### src/rtl/prefetch_rd_pipe.sv
// prefetch_rd_pipe: read-side prefetch engine for the FIFO family.
// Issues RAM reads ahead of the consumer into a small circular
// first-word-fall-through buffer, hiding RAM_LATENCY so a valid/ready
// consumer can take one word per cycle. A synchronous flush drops every
// buffered and in-flight word.
// Optional feature macro: PREFETCH_LEVEL_EN adds the registered rd_level port
// (stored + in-flight words).
module prefetch_rd_pipe #(
   parameter int DATA_WIDTH     = 32,
   parameter int RAM_LATENCY    = 1,
   parameter int PREFETCH_DEPTH = 4
) (
   input  logic                  rd_clk,
   input  logic                  rd_rst,
   input  logic                  fifo_empty,
   output logic                  ram_rd_en,
   input  logic [DATA_WIDTH-1:0] ram_rd_data,
   input  logic                  flush,
   output logic [DATA_WIDTH-1:0] rd_data,
   output logic                  rd_vld,
   input  logic                  rd_en
`ifdef PREFETCH_LEVEL_EN
   ,
   output logic [$clog2(PREFETCH_DEPTH+1)-1:0] rd_level
`endif
);

   localparam int CW = $clog2(PREFETCH_DEPTH + 1);
   localparam int PW = $clog2(PREFETCH_DEPTH);
   localparam logic [PW-1:0] PTR_MAX = PW'(PREFETCH_DEPTH - 1);
   localparam logic [CW:0]   OCC_MAX = (CW+1)'(PREFETCH_DEPTH);

   // Illegal configurations stop elaboration.
   generate
      if (DATA_WIDTH < 1 || DATA_WIDTH > 1152) begin : g_bad_width
         $error("prefetch_rd_pipe: DATA_WIDTH must be 1..1152");
      end
      if (RAM_LATENCY < 1 || RAM_LATENCY > 3) begin : g_bad_lat
         $error("prefetch_rd_pipe: RAM_LATENCY must be 1..3");
      end
      if (PREFETCH_DEPTH < 2 || PREFETCH_DEPTH > 16 ||
          PREFETCH_DEPTH < RAM_LATENCY + 1) begin : g_bad_depth
         $error("prefetch_rd_pipe: PREFETCH_DEPTH must be 2..16 and >= RAM_LATENCY+1");
      end
   endgenerate

   logic [CW-1:0]          stored;
   logic [RAM_LATENCY-1:0] ifl;       // one bit per issued, not-yet-arrived read
   logic [PW-1:0]          wr_ptr;
   logic [PW-1:0]          rd_ptr;
   logic [DATA_WIDTH-1:0]  mem [PREFETCH_DEPTH];

   logic          pop;
   logic          cap;
   logic [CW-1:0] ifl_cnt;
   logic [CW:0]   occ;

   function automatic logic [PW-1:0] ptr_inc(input logic [PW-1:0] p);
      return (p == PTR_MAX) ? '0 : p + 1'b1;
   endfunction

   // Occupancy, handshake and read-issue decision.
   always_comb begin
      ifl_cnt = '0;
      for (int i = 0; i < RAM_LATENCY; i++) ifl_cnt = ifl_cnt + CW'(ifl[i]);
      occ     = {1'b0, stored} + {1'b0, ifl_cnt};
      rd_vld  = (stored != '0);
      rd_data = mem[rd_ptr];
      pop     = rd_vld & rd_en & ~flush;
      // A word landing in the flush cycle is dropped along with the rest.
      cap     = ifl[RAM_LATENCY-1] & ~flush;
      // A same-cycle pop frees the slot the new read will eventually use.
      ram_rd_en = ~rd_rst & ~fifo_empty & ~flush & ((occ < OCC_MAX) | pop);
   end

   // In-flight shift register: bit0 records this cycle's issue.
   always_ff @(posedge rd_clk or posedge rd_rst) begin
      if (rd_rst)     ifl <= '0;
      else if (flush) ifl <= '0;
      else            ifl <= (ifl << 1) | RAM_LATENCY'(ram_rd_en);
   end

   // Stored count and circular buffer pointers.
   always_ff @(posedge rd_clk or posedge rd_rst) begin
      if (rd_rst) begin
         stored <= '0;
         wr_ptr <= '0;
         rd_ptr <= '0;
      end else if (flush) begin
         stored <= '0;
         rd_ptr <= wr_ptr;
      end else begin
         if (cap && !pop)      stored <= stored + 1'b1;
         else if (!cap && pop) stored <= stored - 1'b1;
         if (cap) wr_ptr <= ptr_inc(wr_ptr);
         if (pop) rd_ptr <= ptr_inc(rd_ptr);
      end
   end

   // Buffer storage: arriving RAM words land at wr_ptr.
   always_ff @(posedge rd_clk or posedge rd_rst) begin
      if (rd_rst) begin
         for (int i = 0; i < PREFETCH_DEPTH; i++) mem[i] <= '0;
      end else if (cap) begin
         mem[wr_ptr] <= ram_rd_data;
      end
   end

`ifdef PREFETCH_LEVEL_EN
   // Level tracks stored + in-flight; an arrival only moves a word between the two.
   always_ff @(posedge rd_clk or posedge rd_rst) begin
      if (rd_rst)     rd_level <= '0;
      else if (flush) rd_level <= '0;
      else            rd_level <= rd_level + CW'(ram_rd_en) - CW'(pop);
   end
`endif

endmodule

### config.mk
export PLATFORM = sky130hd
export DESIGN_NAME = prefetch_rd_pipe
export DESIGN_NICKNAME = d
export VERILOG_FILES = /design/src/rtl/prefetch_rd_pipe.sv
export SDC_FILE = /design/constraint.sdc
export NUM_CORES = 1
export LEC_CHECK = 0
export ABC_AREA = 1
export CORE_ASPECT_RATIO = 1.1
export CORE_MARGIN = 2
export CORE_UTILIZATION = 45
export DETAILED_ROUTE_END_ITERATION = 8
export GPL_ROUTABILITY_DRIVEN = 0
export GPL_TIMING_DRIVEN = 0
export PLACE_DENSITY = 0.71
export SKIP_CTS_REPAIR_TIMING = 1
export SLEW_MARGIN = 5
export SYNTH_ARGS = -nofsm -noshare
export SYNTH_HDL_FRONTEND = slang
export SYNTH_SLANG_ARGS = --single-unit
### constraint.sdc
create_clock -name rd_clk -period 10.6 [get_ports rd_clk]
set_input_delay 2.65 -clock rd_clk [delete_from_list [all_inputs] [get_ports rd_clk]]
set_output_delay 2.65 -clock rd_clk [all_outputs]
set_load 0.01 [all_outputs]
=== Word level (Yosys, flattened, before mapping) ===
Index checks and enable logic that the tools add are counted.

* Mux-type cells: 14
* Magnitude comparators: 4
* Eq/ne operators: 2
* Reductions and logical operators: 9
* Add/subtract/negate cells: 5
* Bitwise gates (word level): 12

{| class="wikitable"
|+ Operator list
! cell !! number
|-
| bitwise mux 128 bit || 1
|-
| 2-to-1 mux 32 bit || 3
|-
| binary-select mux 32 bit (select 2 bit) || 1
|-
| demux 32 bit (select 2 bit) || 1
|-
| 2-to-1 mux 3 bit || 3
|-
| 2-to-1 mux 2 bit || 4
|-
| AND 1 bit || 6
|-
| >= comparator 3 bit, second input constant || 2
|-
| inverter 2 -> 3 bit || 2
|-
| nonzero test 3 bit || 2
|-
| adder 2 x 1 -> 2 bit, second input constant || 2
|-
| adder 3 x 1 -> 4 bit || 1
|-
| == test 2 bit, second input constant || 2
|-
| < comparator 4 x 3 -> 1 bit, second input constant || 1
|-
| adder 3 x 1 -> 3 bit, second input constant || 1
|-
| logical AND 1 bit || 3
|-
| < comparator 3 x 1 -> 1 bit, second input constant || 1
|-
| inverter 1 bit || 3
|-
| subtractor 3 x 1 -> 3 bit, second input constant || 1
|-
| logical NOT 1 bit || 2
|-
| AND reduction 2 bit || 1
|-
| nonzero test 2 bit || 1
|-
| 2-to-1 mux 1 bit || 1
|-
| bitwise OR 1 bit || 1
|}

* Register bits: 136
* Input port bits: 37
* Output and inout bits: 34
* Logic and storage cells: 54

=== Longest topological paths before layout ===
Gate-level depths: netlist of run 1.

* Depth after elaboration: 7
* Mapped depth: 11
* Depth with buffers taken out: 11

=== Worst setup path after synthesis of run 1 ===
No wires, ideal clock.

* Path kind: input-to-output
* From: input rd_en
* To: output ram_rd_en
* Path buffers: 0
* Data required time: 7.950 ns
* Path slack: 4.870 ns
* Data arrival time: 3.080 ns
* Cell stages on the path: 3
* Path through: nand2_2 nor2_1 o21a_1

* Longest elaborated chain between the ends: 4

{| class="wikitable"
|+ RTL lines
! item !! RTL line !! text
|-
| start: declaration || 21 || <nowiki>input logic rd_en</nowiki>
|-
| AND 1 bit (2 in series) || 69 || <nowiki>pop = rd_vld & rd_en & ~flush;</nowiki>
|-
| bitwise OR 1 bit || 73 || <nowiki>ram_rd_en = ~rd_rst & ~fifo_empty & ~flush & ((occ < OCC_MAX) | pop);</nowiki>
|-
| AND 1 bit || 73 ||
|-
| end: declaration || 16 || <nowiki>output logic ram_rd_en,</nowiki>
|}

No other way between the ends.

=== Worst setup path in the final report of run 1 ===
* From: input flush
* To: output ram_rd_en

* Longest elaborated chain between the ends: 4
* Elaborated cells between the ends (all ways): 5
* Classes of those cells: bitwise: 5

{| class="wikitable"
|+ RTL lines
! item !! RTL line !! text
|-
| start: declaration || 18 || <nowiki>input logic flush,</nowiki>
|-
| inverter 1 bit (no source line) (*) || - ||
|-
| AND 1 bit || 69 ||
|-
| bitwise OR 1 bit || 73 ||
|-
| AND 1 bit (*) || 73 ||
|}

Mark *: on every way between the ends. The rest lies on a longest branch, timed or not.

==> flow_summary.ini, run 1 <==
[run_status]
status = complete, no violations

[routing]
drt_iter0_drc = 416
ant_nets = 0
first_pass_iters = 5
finalWirelength_um = 17100
vias = 5342
routedWlPerCell_um = 17.5
drc = 0
vias_per_cell = 5.46

[place]
hpwlAfterDp_um = 11000
port_buffers = 70
dp_cells = 947

[sta]
slew_headroom = 0.573
clock_skew_ns = 0.00539
tightest_slew_ns = 0.640
rsz0062_at_grt = false
fmax_mhz = 146
final-setup-viol-count = 0
fin_crit_sh = 0.646
hold_viol = 0
timing.hold.ws_ns = 0.476
finalMaxSlewViolations = 0
fin_setup_tns_ns = 0
period_minus_slack_ns = 6.85

[worst_setup_path]
path_max_fanout = 6
worstSetupStartpoint = flush
crit_arrival_ns = 4.20
r2r_start = ifl$_DFF_PP0_
path_cells = clkdlybuf4s50_1 > nor2_1 > o21a_1 > clkdlybuf4s50_1
cpMostUsedCell = clkdlybuf4s50_1
critPathLaunchType = input port
end_kind = output port
max_stage_delay_ns = 0.55
cp_slowest_cell = clkdlybuf4s50_1
path_class = in2out
cp.required_ns = 7.95

[pwr]
p_leak_nw = 3.71
p_clk_frac = 0.254
p_switching_mw = 0.900
power_mw = 2.52
peakVddDrop_v = 0.000147
power.density_mw_per_mm2 = 313
netSwitchingFraction = 0.358
intPower_mw = 1.62
comb_power_share = 0.400
seqPwrFrac = 0.346

[cts]
clockBufferDepth = 2
cts.sinks = 136
cts.clk_slew.worst_paths_ns = 0.06
clock-root-buffer = clkbuf_16
cts_tree = built
cts_buffers = 17
htreeDepth = 4
clock_latency_ns = 0.42

[layout]
nNetsFinal = 821
fill_cells = 1225
multi_input_area_mm2 = 0.00254
diodes = 0
instances_no_fill = 979
regArea_mm2 = 0.00340
drive_gt1_frac = 0.195
layout_commonest_cell = nand2_1
layout_common_cells = nand2_1, dfrtp_1, o21ai_0
syn_to_final_growth_pct = 24.9

[logic_synthesis]
postSynth.asyncResetShare = 1.00
synth_area_per_cell_um2 = 9.37
syn_area_mm2 = 0.00645
yosys.area_share.xor_xnor = 0.00136
synth_flop_cell = dfrtp_1
synth.ff_latch_count = 136
synthMuxAreaShare = 0
synth-seq-area-share = 0.528
synth_cell_types = 31
synth_top_family_by_area = compound AO/OA/AOI/OAI gates
yosys.area_share.simple = 0.143
postSynthCellCount = 688
syn_nets = 731
synth-adder-area-share = 0.0128
synth_edf_count = 0
synth_compound_area_frac = 0.237
yosys_warnings = 0

[worst_hold_path]
hold_class = reg2reg
holdCritStartpoint = mem[58]$_DFFE_PP0P_

[grt]
grt_start_max_net_pins = 97
grt.total_usage = 0.235
grt_pass1_vias = 5512
grt_pass1_wl_um = 27900
antenna_found_initial = 0
overflow = 0

[die]
dieWidth_um = 118
die_h_um = 130
initial_utilization = 0.464
num_io_pins = 71
core-area_mm2 = 0.0139
rows = 45
dieArea_mm2 = 0.0153

[job]
drv_cap = 0
## final cells by class
class / instances / share of cell area
multi-input combinational: 464 / 0.315
sequential: 136 / 0.423
timing repair buffer: 71 / 0.0904
tap: 188 / 0.0292
clock buffer: 19 / 0.0538
inverter: 43 / 0.0207
clock inverter: 13 / 0.0252
buffer: 45 / 0.0427
## metal layers
metal	global-route usage	up-vias	wire [µm]
li1	-	2483	-
met1	0.285	2628	7120
met2	0.412	197	8580
met3	0.0458	34	1010
met4	0.103	0	383
met5	0	-	0
## worst max-delay path: cells and delay by family
kind | cells | cell delay (ns)
simple gates | 1 | 0.32
compound gates | 1 | 0.15
buf+inv | 2 | 1.07
## flip-flops by register name (all words and copies together), names as in the netlist
name,flops
stored,3
rd_ptr,2
wr_ptr,2
ifl,1
mem,128
## per-stage QoR
step	cell area, µm²	worst slack [ns]	util
floorplan	6450	4.31	-
global placement	7380	2.53	0.531
CTS	8050	3.74	0.579
detailed placement	7420	3.74	0.533
global route	8050	3.65	0.579
finish	8050	3.75	0.579
## final timing paths
path | to | slack [ns] | cells past startpoint
setup / recovery | ram_rd_en | 3.75 | 4
hold / removal | mem[58]$_DFFE_PP0P_ | 0.48 | 2
setup reg to reg | stored[2]$_DFFE_PP0P_ | 8.80 | 11
hold reg to reg | mem[58]$_DFFE_PP0P_ | 0.48 | 2
max in group asynchronous | mem[13]$_DFFE_PP0P_ | 7.17 | 3
min in group asynchronous | stored[0]$_DFFE_PP0P_ | 2.63 | 2
## power by group through the flow
| stage | sequential [mW] | combinational, mW | clock, mW |
|---|---|---|---|
| after CTS | 0.867 | 1.01 | 0.643 |
| after global placement | 0.861 | 0.969 | 0 |
| final | 0.871 | 1.01 | 0.641 |
| after global routing | 0.898 | 1.11 | 0.665 |
| after floorplan | 0.839 | 0.619 | 0 |
| after detailed placement | 0.872 | 0.994 | 0 |
## synthesized netlist by cell type, types with 3 or more instances
cell type    n  share of area
clkbuf_2     3         0.0023
ha_1         5         0.0097
nand2_8      3         0.0093
buf_4        3         0.0035
clkbuf_1    12         0.0070
o21ai_2     81           0.11
buf_2        7         0.0054
buf_6       18          0.031
o21ai_1     16          0.012
dfrtp_1    136           0.53
nor2_1      69          0.040
nand2_1    143          0.083
o22ai_1     32          0.031
inv_1       42          0.024
o21ai_0     98          0.076
## logic make-up after synthesis
kind of cell,Yosys count
flip-flops,136
AND/OR/NAND/NOR,224
AO/OA/AOI/OAI,233
buffers and inverters,88
adder cells (fa/ha/maj),6
XOR/XNOR,1
Power figures use the tool's default switching activity.
==> run 2: changes to the inputs <==
PLACE_DENSITY = 0.74   (was 0.71)
clock period = 6.1 ns   (was 10.6 ns; I/O delays follow)
==> run 2 against run 1 <==
First-iteration DRC count grew 24%; setup slack lost 2.2 ns; combinational power grew 73%; sequential power grew 75%.
==> flow_summary.ini, run 2 (synthesized netlist as in run 1, its figures left out) <==
[worst_hold_path]
hold_path_end = mem[94]$_DFFE_PP0P_
hold_depth = 2
holdCritStartpoint = mem[94]$_DFFE_PP0P_
hold_class = reg2reg

[worst_setup_path]
path_max_fanout = 6
end_kind = output port
max_stage_delay_ns = 0.55
r2r_start = ifl$_DFF_PP0_
critPathLaunchType = input port
reg2reg_slack_ns = 4.24
cp_slowest_cell = clkdlybuf4s50_1
cpMostUsedCell = clkdlybuf4s50_1
cp_top_family = buffers and inverters
reg2reg_to = stored[2]$_DFFE_PP0P_
path_cells = clkdlybuf4s50_1 > nor2_1 > o21a_1 > clkdlybuf4s50_1
path_class = in2out
cp.required_ns = 4.58
r2r_cells = 11
cp.buffers_inverters = 2
crit_arrival_ns = 3.07

[die]
core-area_mm2 = 0.0139
dieWidth_um = 118
num_io_pins = 71
die_h_um = 130
rows = 45
initial_utilization = 0.464
dieArea_mm2 = 0.0153

[layout]
fin_util = 0.580
max_flop_register = mem
nNetsFinal = 821
layout_common_cells = nand2_1, dfrtp_1, o21ai_0
reg_top3 = mem x128, stored x3
largest_reg_flops = 128
layout_commonest_cell = nand2_1
syn_to_final_growth_pct = 25.0
final_cell_area_mm2 = 0.00806
diodes = 0
drive_gt1_frac = 0.195

[job]
drv_cap = 0

[routing]
drt_iter0_drc = 516
drc = 0
first_pass_iters = 5
finalWirelength_um = 17200
vias = 5408
vias_per_cell = 5.52
ant_nets = 0
routedWlPerCell_um = 17.6

[cts]
htreeDepth = 4
cts.sinks = 136
clock-root-buffer = clkbuf_16
clock_latency_ns = 0.43
clockBufferDepth = 2
cts_tree = built
cts.clk_slew.worst_paths_ns = 0.06
cts_buffers = 17

[pwr]
peakVddDrop_v = 0.000318
p_leak_nw = 3.72
power.density_mw_per_mm2 = 546

[grt]
overflow = 0
grt_pass1_wl_um = 28000
antenna_found_initial = 0
grt_pass1_vias = 5505
grt_start_max_net_pins = 96
grt.total_usage = 0.235

[sta]
clock_skew_ns = 0.00686
rsz0062_at_grt = false
fin_crit_sh = 0.754
fmax_mhz = 218
final-setup-viol-count = 0
slew_headroom = 0.574
hold_viol = 0
timing.hold.ws_ns = 0.479
finalMaxSlewViolations = 0
tightest_slew_ns = 0.639
period_minus_slack_ns = 4.60

[place]
hpwlAfterDp_um = 11000
port_buffers = 70
dpl_cell_area_mm2 = 0.00742

[run_status]
status = complete, no violations
run 2: cell count changes in the layout (fill, tap and decap cells not counted), sizes merged:
cell	previous run	this run
clkinvlp	2	1
clkbuf	34	35
run 2: tightest hold or removal path, cell delays in order (launching register included):
cell,delay (ns)
dfrtp_1,0.34
nand2_1,0.05
o21ai_0,0.06
run 2: layout make-up:
cell class	instances	area, µm²
plain buffers	45	344
clock buffers	20	447
clock inverters	12	199
fillers	1191	5850
inverters	43	166
multi-input cells	464	2540
flip-flops and latches	136	3400
well taps	188	235
repair buffers	71	728
run 2: layer usage:
layer / share of wire / wire length (µm) / up-vias / GRT usage
met3: 0.077 / 1320 / 25 / 0.0533
met1: 0.41 / 7100 / 2668 / 0.296
met4: 0.019 / 323 / 0 / 0.0999
met2: 0.49 / 8470 / 234 / 0.393
met5: 0 / 0 / - / 0
li1: - / - / 2481 / -
run 2: per-stage QoR:
step           power, mW  setup TNS, ns  instances  setup WS [ns]
6_report            4.40              0        979           1.50
5_1_grt             4.67              0        979           1.43
4_1_cts             4.40              0        979           1.51
3_5_place_dp        3.24              0        947           1.51
3_3_place_gp        3.18        -112.15        946         -0.832
2_1_floorplan       2.53              0        688          0.936
run 2: worst max-delay path by stage:
stage / from / cells past startpoint / to / slack [ns]
2_1_floorplan: rd_rst / 1 / ifl$_DFF_PP0_ / 0.94
3_3_place_gp: rd_rst / 2 / mem[106]$_DFFE_PP0P_ / -0.83
3_5_place_dp: flush / 4 / ram_rd_en / 1.51
4_1_cts: flush / 4 / ram_rd_en / 1.51
5_1_grt: flush / 4 / ram_rd_en / 1.43
6_report: flush / 4 / ram_rd_en / 1.50
run 2: report_power, final:
part	switching [mW]	total, mW	internal [mW]
sequential	0.222	1.52	1.29
combinational	0.959	1.75	0.794
clock	0.394	1.13	0.735
total	1.57	4.40	2.82
